File: src/rtl/digit_shift_pkg.sv
// Shared FSM state encoding and sizing helpers for the multi-digit display shifter.
// No logic, no latency; no flow control.
package digit_shift_pkg;

    typedef enum logic [1:0] {
        IDLE     = 2'd0,
        SHIFT_LO = 2'd1,
        SHIFT_HI = 2'd2,
        LATCH    = 2'd3
    } state_t;

    localparam int DEFAULT_SEG_BITS = 8;

    // Counter width for a range of n values, never below one bit.
    function automatic int cnt_width(input int n);
        return (n > 1) ? $clog2(n) : 1;
    endfunction

endpackage

File: src/rtl/shift_tick_gen.sv
// Phase counter: o_tick is high on the last of every CLK_DIV cycles, counting from a clear.
// Latency: tick CLK_DIV-1 cycles after i_clear drops; no flow control.
module shift_tick_gen
    import digit_shift_pkg::*;
#(
    parameter int CLK_DIV = 2
) (
    input  logic clk,
    input  logic reset_n,
    input  logic i_clear,
    output logic o_tick
);

    localparam int W = cnt_width(CLK_DIV);
    localparam logic [W-1:0] LAST = W'(CLK_DIV - 1);

    logic [W-1:0] r_div_cnt;

    always_ff @(posedge clk or negedge reset_n) begin
        if (!reset_n) begin
            r_div_cnt <= '0;
        end else if (i_clear || o_tick) begin
            r_div_cnt <= '0;
        end else begin
            r_div_cnt <= r_div_cnt + 1'b1;
        end
    end

    assign o_tick = (r_div_cnt == LAST);

endmodule

File: src/rtl/multi_digit_shifter.sv
// Serialises a NUM_DIGITS x SEG_BITS frame onto a shift-register display with own shift clock/latch.
// Latency: start edge to done = TOTAL*2*CLK_DIV + CLK_DIV + 1 cycles; start ignored while busy.
// Optional SHIFT_AUTO_REFRESH_EN: re-sends the last frame after REFRESH_CYCLES idle cycles.
module multi_digit_shifter
    import digit_shift_pkg::*;
#(
    parameter int NUM_DIGITS     = 4,
    parameter int SEG_BITS       = DEFAULT_SEG_BITS,
    parameter int CLK_DIV        = 2,
    parameter int MSB_FIRST      = 0,
    parameter int REFRESH_CYCLES = 1000000
) (
    input  logic                           clk,
    input  logic                           reset_n,
    input  logic                           start,
    input  logic [NUM_DIGITS*SEG_BITS-1:0] digits_in,
    output logic                           busy,
    output logic                           done,
    output logic                           serial_out,
    output logic                           shift_clk,
    output logic                           latch
);

    localparam int TOTAL = NUM_DIGITS * SEG_BITS;
    localparam int BW    = cnt_width(TOTAL);
    localparam int FIRST = (MSB_FIRST != 0) ? TOTAL - 1 : 0;
    localparam logic [BW-1:0] BIT_LAST = BW'(TOTAL - 1);

    if (NUM_DIGITS < 1 || SEG_BITS < 1 || CLK_DIV < 1 || REFRESH_CYCLES < 1) begin : g_param_check
        $error("multi_digit_shifter: all size parameters must be >= 1");
    end

    state_t            r_state;
    logic [TOTAL-1:0]  r_frame;
    logic [BW-1:0]     r_bit_cnt;
    logic              r_busy;
    logic              r_done;
    logic              r_serial;
    logic              r_sclk;
    logic              r_latch;
    logic              w_tick;
    logic              w_clear;
    logic              w_refresh;

    // r_bit_cnt counts bits still to go; map it onto the frame position being sent.
    function automatic logic [BW-1:0] bit_index(input logic [BW-1:0] remaining);
        return (MSB_FIRST != 0) ? remaining : (BIT_LAST - remaining);
    endfunction

    assign w_clear = (r_state == IDLE);

    shift_tick_gen #(
        .CLK_DIV (CLK_DIV)
    ) u_tick (
        .clk     (clk),
        .reset_n (reset_n),
        .i_clear (w_clear),
        .o_tick  (w_tick)
    );

`ifdef SHIFT_AUTO_REFRESH_EN
    localparam int IW = cnt_width(REFRESH_CYCLES);
    localparam logic [IW-1:0] IDLE_LAST = IW'(REFRESH_CYCLES - 1);

    logic [IW-1:0] r_idle_cnt;

    // An external start in the trigger cycle wins and captures fresh digits.
    assign w_refresh = (r_state == IDLE) && !start && (r_idle_cnt == IDLE_LAST);

    always_ff @(posedge clk or negedge reset_n) begin
        if (!reset_n) begin
            r_idle_cnt <= '0;
        end else if (r_state != IDLE || start || w_refresh) begin
            r_idle_cnt <= '0;
        end else begin
            r_idle_cnt <= r_idle_cnt + 1'b1;
        end
    end
`else
    assign w_refresh = 1'b0;
`endif

    always_ff @(posedge clk or negedge reset_n) begin
        if (!reset_n) begin
            r_state   <= IDLE;
            r_frame   <= '0;
            r_bit_cnt <= '0;
            r_busy    <= 1'b0;
            r_done    <= 1'b0;
            r_serial  <= 1'b0;
            r_sclk    <= 1'b0;
            r_latch   <= 1'b0;
        end else begin
            r_done <= 1'b0;
            case (r_state)
                IDLE: begin
                    if (start || w_refresh) begin
                        if (start) begin
                            r_frame  <= digits_in;
                            r_serial <= digits_in[FIRST];
                        end else begin
                            r_serial <= r_frame[FIRST];
                        end
                        r_bit_cnt <= BIT_LAST;
                        r_busy    <= 1'b1;
                        r_sclk    <= 1'b0;
                        r_latch   <= 1'b0;
                        r_state   <= SHIFT_LO;
                    end
                end
                SHIFT_LO: begin
                    if (w_tick) begin
                        r_sclk  <= 1'b1;
                        r_state <= SHIFT_HI;
                    end
                end
                SHIFT_HI: begin
                    if (w_tick) begin
                        r_sclk <= 1'b0;
                        if (r_bit_cnt == '0) begin
                            r_latch  <= 1'b1;
                            r_serial <= 1'b0;
                            r_state  <= LATCH;
                        end else begin
                            r_bit_cnt <= r_bit_cnt - 1'b1;
                            r_serial  <= r_frame[bit_index(r_bit_cnt - 1'b1)];
                            r_state   <= SHIFT_LO;
                        end
                    end
                end
                LATCH: begin
                    if (w_tick) begin
                        r_latch <= 1'b0;
                        r_busy  <= 1'b0;
                        r_done  <= 1'b1;
                        r_state <= IDLE;
                    end
                end
                default: r_state <= IDLE;
            endcase
        end
    end

    assign busy       = r_busy;
    assign done       = r_done;
    assign serial_out = r_serial;
    assign shift_clk  = r_sclk;
    assign latch      = r_latch;

endmodule

File: config.mk
export PLATFORM = sky130hd
export DESIGN_NAME = multi_digit_shifter
export DESIGN_NICKNAME = d
export VERILOG_FILES = /design/src/rtl/digit_shift_pkg.sv /design/src/rtl/shift_tick_gen.sv /design/src/rtl/multi_digit_shifter.sv
export SDC_FILE = /design/constraint.sdc
export NUM_CORES = 1
export LEC_CHECK = 0
export CORE_UTILIZATION = 30
export DETAILED_ROUTE_END_ITERATION = 7
export PLACE_DENSITY = 0.55
export SETUP_SLACK_MARGIN = 0.15
export SYNTH_ARGS = -nofsm -noshare
export SYNTH_HDL_FRONTEND = slang
export SYNTH_HIERARCHICAL = 1
export SYNTH_SLANG_ARGS = --single-unit
File: constraint.sdc
create_clock -name clk -period 3 [get_ports clk]
set_input_delay 0.6 -clock clk [delete_from_list [all_inputs] [get_ports clk]]
set_output_delay 0.6 -clock clk [all_outputs]
set_load 0.02 [all_outputs]
==> results of run 1 <==
==> cell usage after synthesis (all sizes together), types with 3 or more instances <==
master	n
mux4	8
a21oi	8
nor3	5
nor2	13
o21ai	9
ha	6
dfrtp	45
nand2	7
inv	7
nand2b	3
mux2	32
buf	4
==> worst min path at each step <==
stage,endpoint,depth (start not counted)
2_1_floorplan,busy$_DFFE_PN0P_,0
3_3_place_gp,r_frame[15]$_DFFE_PN0P_,1
3_5_place_dp,r_frame[31]$_DFFE_PN0P_,1
4_1_cts,r_frame[10]$_DFFE_PN0P_,1
5_1_grt,r_frame[0]$_DFFE_PN0P_,1
6_report,r_frame[10]$_DFFE_PN0P_,1
==> stage by stage <==
stage	power (mW)	hold slack, ns	setup WS [ns]	util, %	instance area [um^2]
final	1.200	0.4725	0.3017	41.00	2831
after global routing	1.247	0.5339	0.1368	41.00	2831
after CTS	1.217	0.5106	0.2299	40.94	2828
after detailed placement	0.6768	0.4921	0.2731	39.00	2694
after global placement	0.6769	0.4839	0.3277	39.00	2694
after floorplan	0.6191	0.3044	0.1905	-	2176
==> critical path: stages, from the launching register on <==
cell and delay, ns:
dfrtp_2 0.46, inv_1 0.15, ha_2 0.25, xor2_2 0.13
buf_4 0.20, mux4_1 0.57, o211ai_1 0.19, a211oi_1 0.08
or4_1 0.54
==> layer usage <==
metal  global-route usage (%)  vias up  share of wire [%]
met5                        0        -                  0
li1                         -      701                  -
met2                    19.40       27                 48
met4                    4.024        0                1.4
met1                    16.90      695                 48
met3                    2.844        7                2.6
==> state kept, by name (all words and copies together) (netlist names) <==
register	flops
r_frame	32
r_bit_cnt	5
r_state	2
busy	1
done	1
latch	1
serial_out	1
shift_clk	1
u_tick/o_tick	1
==> final cells by class <==
cell class | count | area [um^2] | area share, %
clock buffer | 5 | 68.82 | 2.430
clock inverter | 3 | 65.06 | 2.298
inverter | 7 | 26.28 | 0.9280
multi-input combinational | 112 | 1003 | 35.44
sequential | 45 | 1127 | 39.81
tap | 96 | 120.1 | 4.242
timing repair buffer | 42 | 420.4 | 14.85
==> timing repair <==
item	4_1_cts	5_1_grt
setup buffers	0	0
resized for setup	0	2
hold buffers	0	0
endpoints found under the setup margin	0	1
==> cell families after synthesis <==
group | synth area share [%]
multiplexers | 26.62
XOR/XNOR | 1.150
AO/OA/AOI/OAI | 7.130
adder cells (fa/ha/maj) | 3.450
buffers and inverters | 2.243
AND/OR/NAND/NOR | 7.649
flip-flops | 51.75
==> power by group through the flow <==
stage	combinational [mW]	sequential [mW]	clock [mW]
final	0.0568	0.606	0.537
after global routing	0.0629	0.606	0.578
after CTS	0.0587	0.606	0.553
after detailed placement	0.0588	0.618	0
after global placement	0.0589	0.618	0
after floorplan	0.000925	0.618	0
==> results.ini, run 1 <==
[run_status]
status=completed

[yosys]
synth_edf_count=0
synthFlopType=dfrtp_1
synth_cell_types=28
synthCells=170
syn_area_mm2=0.002176
synth_largest_area_cell=dfrtp_1
synth_area_leaders=dfrtp_1 52%, mux2_2 17%, mux4_1 6.0%
synth.avg_cell_area_um2=12.80
synthArstFlopShare_pct=100.0
synth_fp_nets=211
ys_ff_latch=45
yosys_warnings=6
synth-seq-area-share_pct=51.75
yosysTopAreaCellShare_pct=51.75

[worst_setup_path]
crit-reg2reg-launch=r_bit_cnt[0]$_DFFE_PN0P_
startpoint_type=register
r2r_end=serial_out$_DFFE_PN0P_
critPathKind=register to register
reg2reg_slack_ns=0.30
cp_data_arrival_time_ns=2.87
r2r.worst_path.cells=8
crit_end=serial_out$_DFFE_PN0P_
endpoint_kind=register
crit_fanout=8
crit_required_ns=3.17
crit_start=r_bit_cnt[0]$_DFFE_PN0P_

[pwr]
power.share.clock_pct=44.8
share_comb_of_total_power_pct=4.7
power.internal_mw=0.9750
seq_power_share_pct=50.5
p_leak_nw=1.340
p_sw_share_pct=18.71
powerDensity_mw_per_mm2=423.6
p_sw_mw=0.2245
ir_worst_vdd_v=0.0002351

[floorplanning]
die_area_mm2=0.007598
start_util_pct=31.50
dieHeight_um=87.17
die_w_um=87.17
rows=30
coreArea_mm2=0.006907
io_pins=40

[clock_network]
htree_levels=2
root_buffer=clkbuf_8
cts_buffers=5
cts.clk_slew.worst_paths_ns=0.08
clock_latency_ns=0.30
clk_path_buf_depth=2
cts_tree=yes
clock-sinks=45

[sta]
skew_ns=0.004072
tightest_slew_ns=1.009
tns_ns=0
fin_crit_sh_pct=89.94
max_freq_mhz=370.6
finalSetupViolations=0
period_minus_slack_ns=2.698
hold_violations=0
slew_viol_final=0
grt_setup_unrepaired=no
relSlewSlack_pct=32.75

[grt]
grt.total_usage_pct=12.34
overflow=0
grt_pass1_vias=1469
grt_max_degree=46
antenna_found_initial=0
grt_pass1_wl_mm=7.182

[final_layout]
antenna_cells=0
final_cell_mix=44 x dfrtp_1, 38 x clkdlybuf4s50_1, 32 x mux2_2
area.growth.synth_to_final_pct=30.13
n_fill_cell=681
fin_cells=310
final_common_cell=dfrtp_1
fin_nets=254
drive_gt1_share_pct=23.36

[routing]
drt_pass1_iterations=4
drt_wl_total_mm=4.260
wl_per_cell_um=13.74
drt-initial-drc-count=45
via_per_inst=4.613
num_vias=1430
drc=0
ant_nets=0

[place]
portBuffers=39
placedCellCount=302
routabilityCongestion=0.8428
dp_hpwl_mm=3.042

[job]
drv_cap=0

[min_path]
hp-class=input port to async pin

Note: power is estimated with default switching activity, not from simulation.
==> run 2, diff against run 1 <==
- PLACE_DENSITY: 0.55 -> 0.64
- SKIP_LAST_GASP: unset -> 1
==> results.ini, run 2 (synthesis gave the netlist of run 1 again) <==
[worst_setup_path]
slowest_delay_ns=0.60  ; +0.03 ns
critPathKind=register to register
endpoint_kind=register
cp_slowest_cell=mux4_1
startpoint_type=register
crit_required_ns=3.18  ; about the same
crit_fanout=8  ; unchanged
cp_cell_sequence=inv_1 -> ha_2 -> xor2_2 -> buf_4 -> mux4_1 -> o211ai_1 -> nor3_1 -> or4_1
cp_data_arrival_time_ns=2.84  ; -0.03 ns

[job]
drv_cap=0  ; unchanged

[pwr]
power.internal_mw=0.8946  ; -8.2%
p_sw_share_pct=20.31  ; +1.6 points
ir_worst_vdd_v=0.0001879  ; -20%
share_comb_of_total_power_pct=5.1  ; +0.4 points
p_leak_nw=1.327  ; -0.95%
power.share.clock_pct=40.9  ; -3.9 points
powerDensity_mw_per_mm2=399.7  ; -5.7%
seq_power_share_pct=54.0  ; +3.5 points
p_sw_mw=0.2280  ; +1.6%

[sta]
tightest_slew_ns=1.024  ; +0.01489 ns
hold_violations=0  ; unchanged
fin_crit_sh_pct=88.83  ; -1.1 points
relSlewSlack_pct=31.76  ; -0.99 points
tns_ns=0  ; unchanged
grt_setup_unrepaired=no
finalSetupViolations=0  ; unchanged
slew_viol_final=0  ; unchanged
skew_ns=0.01000  ; +0.005929 ns
max_freq_mhz=375.2  ; +1.2%
period_minus_slack_ns=2.665  ; -0.03327 ns

[grt]
antenna_found_initial=0  ; unchanged
grt_pass1_wl_mm=7.086  ; -1.3%
grt.total_usage_pct=12.38  ; +0.038 points
grt_pass1_vias=1429  ; -2.7%
overflow=0  ; unchanged
grt_max_degree=46  ; unchanged

[final_layout]
fin_nets=254  ; unchanged
drive_gt1_share_pct=22.90  ; -0.47 points
final_cell_mix=44 x dfrtp_1, 38 x clkdlybuf4s50_1, 32 x mux2_2
antenna_cells=0  ; unchanged
largest_register=r_frame
largest_register_ffs=32  ; unchanged
area.growth.synth_to_final_pct=29.10
final_common_cell=dfrtp_1
design_area_mm2=0.002809  ; -0.80%
reg_top3=r_frame (32), r_bit_cnt (5), r_state (2)

[run_status]
status=completed

[floorplanning]
io_pins=40  ; unchanged
die_area_mm2=0.007598  ; unchanged
dieHeight_um=87.17  ; unchanged
start_util_pct=31.50  ; unchanged
die_w_um=87.17  ; unchanged
rows=30  ; unchanged
coreArea_mm2=0.006907  ; unchanged

[clock_network]
clock-sinks=45  ; unchanged
postCtsHoldBufs=0  ; unchanged
clock_latency_ns=0.30  ; about the same
cts_tree=yes
cts_resized=0  ; unchanged
htree_levels=2  ; unchanged
cts.clk_slew.worst_paths_ns=0.09  ; about the same
postCtsSetupBuffers=0  ; unchanged
root_buffer=clkbuf_8
clk_path_buf_depth=2  ; unchanged
cts_buffers=5  ; unchanged

[place]
dp_hpwl_mm=3.135  ; +3.1%
routabilityCongestion=0.8572  ; +1.7%
place_area_mm2=0.002694  ; unchanged
portBuffers=39  ; unchanged

[routing]
via_per_inst=4.765  ; +3.3%
drc=0  ; unchanged
drt_pass1_iterations=4  ; unchanged
wl_per_cell_um=13.85  ; +0.82%
ant_nets=0  ; unchanged
num_vias=1477  ; +3.3%
drt_wl_total_mm=4.295  ; +0.82%
drt-initial-drc-count=129  ; +190%

[min_path]
hp-class=input port to async pin

run 2: metrics by stage:
stage	hold slack (ns)	instances	total power, mW	setup WS [ns]	utilization (%)
2_1_floorplan	0.3044	170	0.6191	0.1905	-
3_5_place_dp	0.4909	302	0.6769	0.2702	39.00
5_1_grt	0.5250	310	1.169	0.1776	40.67
6_report	0.4632	310	1.123	0.3350	40.67
3_3_place_gp	0.4894	302	0.6771	0.3544	39.00
4_1_cts	0.5001	310	1.139	0.2662	40.62
run 2: metal layers:
metal / vias to the layer above / GRT usage, % / routed length [um]
li1: 702 / - / -
met4: 0 / 3.577 / 30
met2: 35 / 19.40 / 2128
met3: 4 / 3.223 / 180
met5: - / 0 / 0
met1: 736 / 16.99 / 1956
run 2: critical path: cells and delay by family, from the launching register on:
kind | cells | cell delay, ns
and+or+nand+nor | 2 | 0.58
buffers and inverters | 2 | 0.36
AOI/OAI and AO/OA | 1 | 0.18
xor gates and xnor gates | 1 | 0.13
adders and majority gates | 1 | 0.25
DFF | 1 | 0.46
muxes | 1 | 0.60
run 2: layout make-up:
class                           count  area, um^2
Multi-Input combinational cell    112        1003
Timing Repair Buffer               42       420.4
Inverter                            7       26.28
Tap cell                           96       120.1
Clock inverter                      2       38.79
Clock buffer                        6       72.57
Fill cell                         669        4098
Sequential cell                    45        1127
run 2: worst paths after layout:
kind                                           from  depth (start not counted)  slack, ns                  endpoint
min in group clk            r_frame[31]$_DFFE_PN0P_                          1       0.50   r_frame[31]$_DFFE_PN0P_
setup reg to reg           r_bit_cnt[0]$_DFFE_PN0P_                          8       0.33    serial_out$_DFFE_PN0P_
setup / recovery           r_bit_cnt[0]$_DFFE_PN0P_                          8       0.33    serial_out$_DFFE_PN0P_
hold / removal                              reset_n                          1       0.46    r_state[0]$_DFFE_PN0P_
max in group asynchronous                   reset_n                          1       1.82  r_bit_cnt[0]$_DFFE_PN0P_
hold reg to reg             r_frame[31]$_DFFE_PN0P_                          1       0.50   r_frame[31]$_DFFE_PN0P_
run 2: power groups by stage:
stage,registers [mW],clock network (mW),logic (mW)
2_1_floorplan,0.618,0,0.000925
3_3_place_gp,0.618,0,0.0591
3_5_place_dp,0.618,0,0.0589
4_1_cts,0.606,0.474,0.0591
5_1_grt,0.606,0.499,0.0634
6_report,0.606,0.459,0.0573
